[src/rtl/riscv_pkg.sv]
// Shared types and encodings for the pipeline hazard logic: memory-wait FSM
// states, ALU operand forwarding selects and the load result-select code.
package riscv_pkg;

  typedef enum logic [1:0] {
    RUN   = 2'b00,
    WAIT  = 2'b01,
    FAULT = 2'b10
  } hz_state_e;

  localparam logic [1:0] FWD_RF  = 2'b00;
  localparam logic [1:0] FWD_WB  = 2'b01;
  localparam logic [1:0] FWD_MEM = 2'b10;

  localparam logic [1:0] RESULT_SRC_LOAD = 2'b01;

endpackage

[src/rtl/hazard_fwd_sel.sv]
// Operand forwarding select for one Execute-stage source register.
// The Memory stage holds the younger write, so it wins over Writeback.
module hazard_fwd_sel
  import riscv_pkg::*;
(
  input  logic [4:0] rs,
  input  logic [4:0] rd_m,
  input  logic       reg_write_m,
  input  logic [4:0] rd_w,
  input  logic       reg_write_w,
  output logic [1:0] fwd
);

  always_comb begin
    fwd = FWD_RF;
    if (reg_write_m && (rd_m != 5'd0) && (rd_m == rs)) begin
      fwd = FWD_MEM;
    end else if (reg_write_w && (rd_w != 5'd0) && (rd_w == rs)) begin
      fwd = FWD_WB;
    end
  end

endmodule

[src/rtl/hazard_unit.sv]
// Pipeline hazard unit: forwarding, load-use stall, branch flush, memory-wait
// freeze with timeout fault, and saturating stall/flush performance counters.
module hazard_unit
  import riscv_pkg::*;
#(
  parameter int MAX_WAIT = 64,
  parameter int CNT_W    = 32
) (
  input  logic             CLK,
  input  logic             RST,
  input  logic [4:0]       Rs1D,
  input  logic [4:0]       Rs2D,
  input  logic [4:0]       Rs1E,
  input  logic [4:0]       Rs2E,
  input  logic [4:0]       RdE,
  input  logic [4:0]       RdM,
  input  logic [4:0]       RdW,
  input  logic [1:0]       ResultSrcE,
  input  logic             RegWriteM,
  input  logic             RegWriteW,
  input  logic             PCSrcE,
  input  logic             MemReqM,
  input  logic             MemReadyM,
  output logic             StallF,
  output logic             StallD,
  output logic             StallE,
  output logic             StallM,
  output logic             FlushD,
  output logic             FlushE,
  output logic [1:0]       ForwardAE,
  output logic [1:0]       ForwardBE,
  output logic [CNT_W-1:0] StallCnt,
  output logic [CNT_W-1:0] FlushCnt,
  output logic             MemFault
);

  // One spare bit so the incremented wait count never wraps before the compare.
  localparam int WCNT_W = $clog2(MAX_WAIT + 2);
  localparam logic [WCNT_W-1:0] MAX_WAIT_V = WCNT_W'(MAX_WAIT);

  function automatic logic [CNT_W-1:0] sat_inc(input logic [CNT_W-1:0] v);
    return (&v) ? v : v + CNT_W'(1);
  endfunction

  hz_state_e         state, state_nxt;
  logic [WCNT_W-1:0] wait_cnt, wait_cnt_nxt, wait_inc;
  logic [1:0]        fwd_a, fwd_b;
  logic              lw_stall, mem_busy, freeze;

  hazard_fwd_sel u_fwd_a (
    .rs          (Rs1E),
    .rd_m        (RdM),
    .reg_write_m (RegWriteM),
    .rd_w        (RdW),
    .reg_write_w (RegWriteW),
    .fwd         (fwd_a)
  );

  hazard_fwd_sel u_fwd_b (
    .rs          (Rs2E),
    .rd_m        (RdM),
    .reg_write_m (RegWriteM),
    .rd_w        (RdW),
    .reg_write_w (RegWriteW),
    .fwd         (fwd_b)
  );

  assign lw_stall = (ResultSrcE == RESULT_SRC_LOAD) && (RdE != 5'd0) &&
                    ((RdE == Rs1D) || (RdE == Rs2D));
  assign mem_busy = MemReqM && !MemReadyM;
  assign freeze   = mem_busy || (state == FAULT);
  assign MemFault = (state == FAULT);
  assign wait_inc = wait_cnt + WCNT_W'(1);

  always_comb begin
    StallF    = 1'b0;
    StallD    = 1'b0;
    StallE    = 1'b0;
    StallM    = 1'b0;
    FlushD    = 1'b0;
    FlushE    = 1'b0;
    ForwardAE = fwd_a;
    ForwardBE = fwd_b;
    if (RST) begin
      FlushD    = 1'b1;
      FlushE    = 1'b1;
      ForwardAE = FWD_RF;
      ForwardBE = FWD_RF;
    end else if (freeze) begin
      StallF = 1'b1;
      StallD = 1'b1;
      StallE = 1'b1;
      StallM = 1'b1;
    end else begin
      // A taken branch discards the load-use consumer, so no stall is needed.
      StallF = lw_stall && !PCSrcE;
      StallD = lw_stall && !PCSrcE;
      FlushD = PCSrcE;
      FlushE = lw_stall || PCSrcE;
    end
  end

  always_comb begin
    state_nxt    = state;
    wait_cnt_nxt = wait_cnt;
    unique case (state)
      RUN: begin
        if (mem_busy) begin
          state_nxt    = WAIT;
          wait_cnt_nxt = WCNT_W'(1);
        end
      end
      WAIT: begin
        if (MemReadyM) begin
          state_nxt    = RUN;
          wait_cnt_nxt = '0;
        end else begin
          wait_cnt_nxt = wait_inc;
          if (wait_inc >= MAX_WAIT_V) state_nxt = FAULT;
        end
      end
      FAULT: state_nxt = FAULT;
      default: begin
        state_nxt    = RUN;
        wait_cnt_nxt = '0;
      end
    endcase
  end

  always_ff @(posedge CLK) begin
    if (RST) begin
      state    <= RUN;
      wait_cnt <= '0;
      StallCnt <= '0;
      FlushCnt <= '0;
    end else begin
      state    <= state_nxt;
      wait_cnt <= wait_cnt_nxt;
      if (StallF) StallCnt <= sat_inc(StallCnt);
      if (FlushD) FlushCnt <= sat_inc(FlushCnt);
    end
  end

endmodule
[config.mk]
export PLATFORM = sky130hd
export DESIGN_NAME = hazard_unit
export DESIGN_NICKNAME = d
export VERILOG_FILES = /design/src/rtl/riscv_pkg.sv /design/src/rtl/hazard_fwd_sel.sv /design/src/rtl/hazard_unit.sv
export SDC_FILE = /design/constraint.sdc
export NUM_CORES = 1
export LEC_CHECK = 0
export BUFFER_PORTS_ARGS = -buffer_cell sky130_fd_sc_hd__buf_2
export CORE_MARGIN = 4
export CORE_UTILIZATION = 40
export DETAILED_ROUTE_END_ITERATION = 6
export PLACE_DENSITY = 0.73
export SLEW_MARGIN = 40
export SYNTH_ARGS = -nofsm -noshare
export SYNTH_HDL_FRONTEND = slang
export SYNTH_SLANG_ARGS = --single-unit
[constraint.sdc]
create_clock -name CLK -period 2.1 [get_ports CLK]
set_input_delay 0.105 -clock CLK [delete_from_list [all_inputs] [get_ports CLK]]
set_output_delay 0.105 -clock CLK [all_outputs]
set_load 0.05 [all_outputs]
==> results of run 1 <==
## cell type report
type	instances	share of cell area [%]
Clock buffer	10	2.66
Inverter	7	0.508
Multi-Input combinational cell	382	48.6
Sequential cell	73	29.4
Timing Repair Buffer	138	14.6
Clock inverter	6	1.11
Tap cell	133	3.22
## stage by stage
stage / setup TNS (ns) / hold WS, ns / instances / worst slack, ns
floorplan: -0.275 / 0.331 / 487 / -0.127
global placement: 0 / 0.442 / 733 / 0.115
detailed placement: 0 / 0.472 / 733 / 0.0548
CTS: 0 / 0.119 / 749 / 0.0614
global route: -0.00791 / 0.146 / 749 / -0.00791
finish: 0 / 0.121 / 749 / 0.116
## sequential cells by signal, summed over array words and instances, names as in the netlist
name	cells
StallCnt	32
FlushCnt	32
state	2
wait_cnt	7
## cells by family after synthesis
group	after synthesis	share of synthesized area [%]
xor gates and xnor gates	64	13.7
DFF	73	35.7
and+or+nand+nor	234	32.1
muxes	8	2.32
AOI/OAI and AO/OA	73	11.3
adders and majority gates	3	0.916
buffers and inverters	32	4.09
## routing by layer
metal / GRT usage, % / routed length (µm)
met1: 22.4 / 4640
met2: 31.5 / 5310
met3: 2.96 / 635
met4: 6.23 / 220
met5: 0 / 0
## worst paths after layout
path	from	to	slack, ns	depth (start not counted)
max	StallCnt[0]	StallCnt[26]	0.12	7
min	RST	wait_cnt[6]	0.12	2
max reg2reg	StallCnt[0]	StallCnt[26]	0.12	7
min reg2reg	wait_cnt[6]	wait_cnt[6]	0.48	2
## cell usage in the layout, fill, tap and decap left out, types with 2 or more instances in the layout
cell type / n
or3_1: 15
xor2_1: 36
a21o_1: 2
buf_4: 19
dfxtp_1: 30
dfxtp_4: 2
o311ai_0: 4
mux2_4: 2
clkinv_2: 4
nor3_1: 10
mux2_2: 4
inv_1: 6
clkbuf_8: 10
nand4_1: 26
mux2i_1: 2
o41ai_1: 4
nand3_1: 33
xnor2_1: 28
nor3_2: 3
nor2_1: 48
nor3b_1: 2
and4_4: 4
nor4_1: 3
and2_1: 4
o31ai_1: 8
o21ai_0: 18
or4_1: 13
and4_1: 9
buf_2: 118
a21oi_1: 30
a31oi_4: 2
nand4b_1: 2
nand2_1: 30
ha_1: 2
dfxtp_2: 41
and3_1: 16
nor2b_1: 5
## worst reg2reg max path: cells and delay by family, from the launching register on
family                   cells  cell delay, ns
flip-flops                   1            0.39
AO/OA/AOI/OAI                1            0.15
adder cells (fa/ha/maj)      1            0.21
AND/OR/NAND/NOR              5            1.16
## where the power goes
group	total, mW	internal [mW]	switching [mW]
clock network	1.09	0.573	0.519
registers	1.41	1.39	0.0135
logic	0.301	0.114	0.188
## what timing repair did
action                                  4_1_cts  5_1_grt
resized for setup                             0        7
setup buffers                                 0        0
endpoints found under the setup margin        0       23
==> impl_metrics.yaml, run 1 <==
synth:
  synth_flop_cell: "dfxtp_1"
  avgSynthCellArea_um2: 8.41
  yosysSeqAreaShare_pct: 35.7
  synthTopCellsByCount: "73 x dfxtp_1, 48 x nor2_1, 36 x xor2_1, 33 x nand3_1, 32 x a21oi_1"
  synth-async-reset-ratio_pct: 0
  syn_inst: 487
  yosysMostFrequentCell: "dfxtp_1"
  syn-num-nets: 534
  synth_warnings: 0
  syn-cell-area_um2: 4100
  synth_top_area_cell: "dfxtp_1"
  synth_edf_count: 0
  synthTopCellsByArea: "dfxtp_1 36%, xor2_1 7.7%, xnor2_1 6.0%"
  synth.distinct_cells: 49
  ys_ff_latch: 73
  synth_top_area_share_pct: 35.7
outcome:
  status: "completed"
detailed_routing:
  firstDrtPassIters: 5
  vias_per_cell: 5.47
  ant_nets: 0
  drt_iter0_markers: 172
  drt-wirelength-per-cell_um: 14.4
  vias: 4100
  drc: 0
  drt-total-wl_mm: 10.8
global_routing:
  antenna_found_initial: 0
  grt_pass1_wl_mm: 17.7
  grt_pass1_vias: 3875
  grtUsageTotal_pct: 18.0
  grt_max_degree: 67
  overflow: 0
floorplan:
  die_w_um: 109
  die_area_um2: 11900
  fp.dieH_um: 109
  coreArea_um2: 9860
  rows: 36
  start_util_pct: 41.5
  ios: 119
clock_network:
  holdBufCountCts: 0
  clock_latency_ns: 0.34
  cts_root_buffer: "clkbuf_8"
  clock-sinks: 73
  numCtsBuffers: 9
  cts_tree: "done"
  clk_pin_slew_worst_paths_ns: 0.07
  h-tree-depth: 3
  cts_buffer_depth: 2
power_and_ir_drop:
  finalPower_mw: 2.80
  leakagePower_nw: 2.13
  ir_drop_v: 0.000327
  powerDensity_nw_per_um2: 541
timing:
  fmax_ghz: 0.504
  hold_viol: 0
  clock_skew_ns: 0.0129
  maxSlewHeadroom_pct: 54.0
  finalCritPeriodShare_pct: 94.5
  slew_viol_final: 0
  setup_violations: 0
  worstMarginPinSlew_ns: 0.690
  layout_min_cycle_time_ns: 1.98
finish:
  multi_input_area_um2: 2510
  seqCellArea_um2: 1520
  n_antenna_cell: 0
  fin_util_pct: 52.4
  drive_gt1_share_pct: 36.5
  area_delta_synth_final_pct: 26.3
  nNetsFinal: 658
  fill_cells: 944
  finalInstanceArea_um2: 5170
placement:
  numPortBuffers: 118
  gp_congestion: 0.868
  post-dp-hpwl_mm: 8.06
  place_area_um2: 4960
critical_path:
  cpMaxStageDelayCell: "or4_1"
  arrival_ns: 2.24
  crit_family: "simple AND/OR/NAND/NOR gates"
  required_ns: 2.36
  criticalPathCategory: "reg -> reg"
  critPathMaxStageDelay_ns: 0.40
  endpoint_kind: "flop"
  startpoint_type: "flop"
  crit_path_max_fanout: 7
  critPathMostFrequentCell: "and4_4"
  cp.buffers_inverters: 0
  path_cells: "ha_2 -> and4_4 -> and4_4 -> and2_1 -> nand3_1 -> or4_1 -> a21oi_1"
hold_path:
  hold_class: "in -> reg"
job:
  maxCapViolations: 0
(Power assumes the default switching activity.)
==> run 2: changes to the inputs <==
BUFFER_PORTS_ARGS = -buffer_cell sky130_fd_sc_hd__clkbuf_2   (was -buffer_cell sky130_fd_sc_hd__buf_2)
==> impl_metrics.yaml, run 2 (same netlist as run 1, synthesis figures left out) <==
floorplan:
  fp.dieH_um: 109
  ios: 119
  start_util_pct: 41.5
  rows: 36
  die_area_um2: 11900
  die_w_um: 109
  coreArea_um2: 9860
outcome:
  status: "completed"
power_and_ir_drop:
  ir_drop_v: 0.000277
  leakagePower_nw: 2.07
  powerDensity_nw_per_um2: 536
  finalPower_mw: 2.78
critical_path:
  crit_path_max_fanout: 47
  criticalPathCategory: "reg -> out"
  startpoint_type: "flop"
  crit_path_end: "StallF"
  worstRegToRegCells: 6
  required_ns: 2.00
  arrival_ns: 1.84
  endpoint_kind: "primary output"
  r2r_start: "FlushCnt[4]"
  cp-startpoint: "state[0]"
  rrSetupSlack_ns: 0.16
  r2r_end: "FlushCnt[5]"
global_routing:
  top_usage_layer: "met2"
  grt_max_degree: 66
  use_met3_pct: 3.37
  grt_pass1_wl_mm: 17.6
  met1_usage_pct: 23.3
  grt_pass1_vias: 3773
  overflow: 0
  grt_util_met2_pct: 30.1
  antenna_found_initial: 0
  grtUsageTotal_pct: 18.0
clock_network:
  clock-sinks: 73
  numCtsBuffers: 9
  clock_latency_ns: 0.35
  clk_pin_slew_worst_paths_ns: 0.07
  h-tree-depth: 3
  post-cts-setup-buffers: 0
  cts_buffer_depth: 2
  cts_tree: "done"
  cts_root_buffer: "clkbuf_8"
timing:
  rsz0062_at_grt: "false"
  finalCritPeriodShare_pct: 92.7
  hold_viol: 0
  clock_skew_ns: 0.0142
  slew_viol_final: 0
  maxSlewHeadroom_pct: 54.6
  layout_min_cycle_time_ns: 1.95
  tns_ns: 0
  fmax_ghz: 0.514
  setup_violations: 0
  worstMarginPinSlew_ns: 0.681
placement:
  post-dp-hpwl_mm: 8.05
  dp_cells: 733
  gp_congestion: 0.860
  place_area_um2: 4970
  numPortBuffers: 118
finish:
  n_antenna_cell: 0
  area_delta_synth_final_pct: 26.4
  finalInstanceArea_um2: 5180
  final_cell_mix: "117 x clkbuf_2, 48 x nor2_1, 41 x dfxtp_2, 36 x xor2_1, 33 x nand3_1"
  layout.cells.non_filler: 749
  biggestRegsByFlops: "FlushCnt: 32 flops, StallCnt: 32 flops, wait_cnt: 7 flops"
  drive_gt1_share_pct: 36.4
  final_common_cell: "clkbuf_2"
  nNetsFinal: 658
detailed_routing:
  vias: 4056
  drt_iter0_markers: 203
  drt-wirelength-per-cell_um: 14.2
  vias_per_cell: 5.42
  firstDrtPassIters: 4
  drc: 0
  drt-total-wl_mm: 10.6
  ant_nets: 0
job:
  maxCapViolations: 0
hold_path:
  hold_class: "in -> reg"
-- run 2: layout make-up --
type	instances	area [µm²]
multi-input combinational	382	2510
clock inverter	5	55.1
timing repair buffer	138	768
tap	133	166
fill	922	4680
inverter	7	26.3
sequential	73	1520
clock buffer	11	131
-- run 2: critical path: stages (launching register included) --
cell and delay [ns]:
dfxtp_1 0.33, nand2b_4 0.18, a31oi_4 0.20, a31oi_4 0.12, buf_12 0.20, inv_2 0.06, buf_4 0.13, clkbuf_2 0.27
-- run 2: how the worst min path moves through the flow --
stage / cells past startpoint / end / from / slack [ns]
2_1_floorplan: 3 / wait_cnt[1] / MemReqM / 0.33
3_3_place_gp: 2 / wait_cnt[6] / wait_cnt[6] / 0.46
3_5_place_dp: 1 / StallCnt[6] / StallCnt[6] / 0.46
4_1_cts: 2 / wait_cnt[6] / RST / 0.12
5_1_grt: 2 / wait_cnt[0] / RST / 0.14
6_report: 2 / wait_cnt[6] / RST / 0.12
-- run 2: per-stage QoR --
stage	worst slack [ns]	hold slack (ns)	utilization, %
detailed placement	0.0625	0.460	50.4
global placement	0.128	0.458	50.4
global route	0.00708	0.137	52.5
CTS	0.0502	0.119	52.3
finish	0.153	0.124	52.5
floorplan	-0.127	0.331	-
-- run 2: where the power goes --
part / switching [mW] / leakage (nW) / internal (mW)
sequential: 0.0120 / 0.611 / 1.39
combinational: 0.190 / 1.36 / 0.117
clock: 0.519 / 0.0976 / 0.549
total: 0.721 / 2.07 / 2.06
-- run 2: timing repair --
action / 4_1_cts / 5_1_grt
hold buffers: 0 / 0
setup endpoints to repair: 0 / 21
resized for setup: 0 / 9
-- run 2: layer usage --
layer / wire (µm) / vias up
met1: 4710 / 1917
met2: 5230 / 107
li1: - / 2024
met5: 0 / -
met3: 564 / 8
met4: 142 / 0
==> run 3: changes to the inputs <==
PLACE_DENSITY = unset   (was 0.73)
PLACE_DENSITY_LB_ADDON = 0.1   (was unset)
==> impl_metrics.yaml, run 3 (same netlist as run 1, synthesis figures left out) <==
timing:
  finalCritPeriodShare_pct: 95.4
  layout_min_cycle_time_ns: 2.00
  rsz0062_at_grt: "false"
  slew_viol_final: 0
  hold_viol: 0
  setup_violations: 0
  worstMarginPinSlew_ns: 0.502
  clock_skew_ns: 0.00945
  maxSlewHeadroom_pct: 66.3
  fmax_ghz: 0.499
global_routing:
  grtUsageTotal_pct: 17.8
  overflow: 0
  grt_pass1_vias: 3756
  antenna_found_initial: 0
  grt_pass1_wl_mm: 17.2
  grt_max_degree: 50
critical_path:
  criticalPathCategory: "reg -> reg"
  r2r_end: "StallCnt[26]"
  endpoint_kind: "flop"
  cpMaxStageDelayCell: "or4_1"
  path_cells: "ha_1 -> and4_1 -> and4_4 -> and2_1 -> nand3_1 -> or4_1 -> a21oi_1"
  rrSetupSlack_ns: 0.1
  r2r_start: "StallCnt[0]"
  cp-startpoint: "StallCnt[0]"
  crit_path_max_fanout: 7
  critPathMaxStageDelay_ns: 0.41
  worstRegToRegCells: 7
  startpoint_type: "flop"
  required_ns: 2.37
  arrival_ns: 2.27
clock_network:
  cts_tree: "done"
  clock_latency_ns: 0.34
  cts_root_buffer: "clkbuf_8"
  holdBufCountCts: 0
  clk_pin_slew_worst_paths_ns: 0.08
  cts_buffer_depth: 2
  clock-sinks: 73
  h-tree-depth: 3
  numCtsBuffers: 9
power_and_ir_drop:
  p_clk_share_pct: 40.0
  leakagePower_nw: 2.10
  cell_internal_pwr_mw: 2.12
  switchingPower_mw: 0.723
  ir_drop_v: 0.000267
  p_seq_share_pct: 49.4
  finalPower_mw: 2.84
  powerDensity_nw_per_um2: 545
  power_frac_comb_pct: 10.6
  p_sw_share_pct: 25.4
finish:
  seqCellArea_um2: 1520
  nNetsFinal: 661
  final_cell_mix: "117 x clkbuf_2, 48 x nor2_1, 41 x dfxtp_2, 36 x xor2_1, 33 x nand3_1"
  drive_gt1_share_pct: 36.5
  n_antenna_cell: 0
  multi_input_area_um2: 2510
  area_delta_synth_final_pct: 27.3
  fin_util_pct: 52.9
  final_common_cell: "clkbuf_2"
  biggestRegsByFlops: "FlushCnt: 32 flops, StallCnt: 32 flops, wait_cnt: 7 flops"
  layout.cells.non_filler: 752
  fill_cells: 986
placement:
  numPortBuffers: 118
  gp_congestion: 0.792
  post-dp-hpwl_mm: 7.80
  dp_cells: 736
detailed_routing:
  vias_per_cell: 5.28
  drt_iter0_markers: 141
  firstDrtPassIters: 4
  drt-wirelength-per-cell_um: 13.9
  ant_nets: 0
  drc: 0
  drt-total-wl_mm: 10.5
  vias: 3969
floorplan:
  ios: 119
  coreArea_um2: 9860
  fp.dieH_um: 109
  rows: 36
  die_area_um2: 11900
  start_util_pct: 41.5
  die_w_um: 109
hold_path:
  hold_end: "wait_cnt[6]"
  worstHoldStart: "MemReadyM"
  hold_class: "in -> reg"
  hold_depth: 4
job:
  maxCapViolations: 0
outcome:
  status: "completed"
==> run 3: cell types whose count changed in the layout (fill, tap and decap cells not counted), sizes merged <==
| cell | delta |
|---|---|
| buf | +3 |
| clkinv | -1 |
| clkbuf | +1 |
==> run 3: layer usage <==
| layer | GRT usage [%] | part of all wire [%] |
|---|---|---|
| met2 | 29.1 | 46 |
| met4 | 6.41 | 0.98 |
| met5 | 0 | 0 |
| met3 | 3.49 | 5.2 |
| met1 | 23.3 | 48 |
==> run 3: area by class of cell <==
| class | instances | area share [%] |
|---|---|---|
| Clock buffer | 12 | 2.97 |
| Inverter | 7 | 0.504 |
| Clock inverter | 4 | 0.959 |
| Timing Repair Buffer | 141 | 15.2 |
| Sequential cell | 73 | 29.1 |
| Tap cell | 133 | 3.19 |
| Multi-Input combinational cell | 382 | 48.1 |
==> run 3: stage by stage <==
| stage | cell area [µm²] | setup TNS (ns) | worst slack [ns] | hold slack [ns] |
|---|---|---|---|---|
| after floorplan | 4180 | -0.275 | -0.127 | 0.331 |
| after global placement | 4990 | 0 | 0.133 | 0.458 |
| after detailed placement | 4990 | 0 | 0.0978 | 0.468 |
| after CTS | 5200 | 0 | 0.0781 | 0.130 |
| after global routing | 5220 | 0 | 0.00985 | 0.170 |
| final | 5220 | 0 | 0.0972 | 0.141 |
==> run 3: power by group through the flow <==
stage	logic, mW	registers (mW)	clock network (mW)
global placement	0.300	1.44	0
CTS	0.305	1.40	1.18
detailed placement	0.304	1.44	0
global route	0.331	1.41	1.25
floorplan	0.172	1.46	0
finish	0.303	1.40	1.14
==> run 3: timing repair <==
item	CTS	global route
setup buffers	0	0
setup endpoints to repair	0	11
gates resized for setup	0	5
hold endpoints to repair	0	0
==> run 3: worst max path at each step <==
stage,end,cells after the start,slack (ns)
after floorplan,ForwardAE[1],3,-0.13
after global placement,StallCnt[15],6,0.13
after detailed placement,StallCnt[15],6,0.1
after CTS,FlushCnt[21],6,0.08
after global routing,StallCnt[26],7,0.01
final,StallCnt[26],7,0.1
==> run 3: worst max-delay path, delay by kind of cell (launching register included) <==
family          cells  cell delay (ns)
compound gates      1             0.15
simple gates        5             1.21
fa+ha+maj           1             0.20
flops               1             0.38
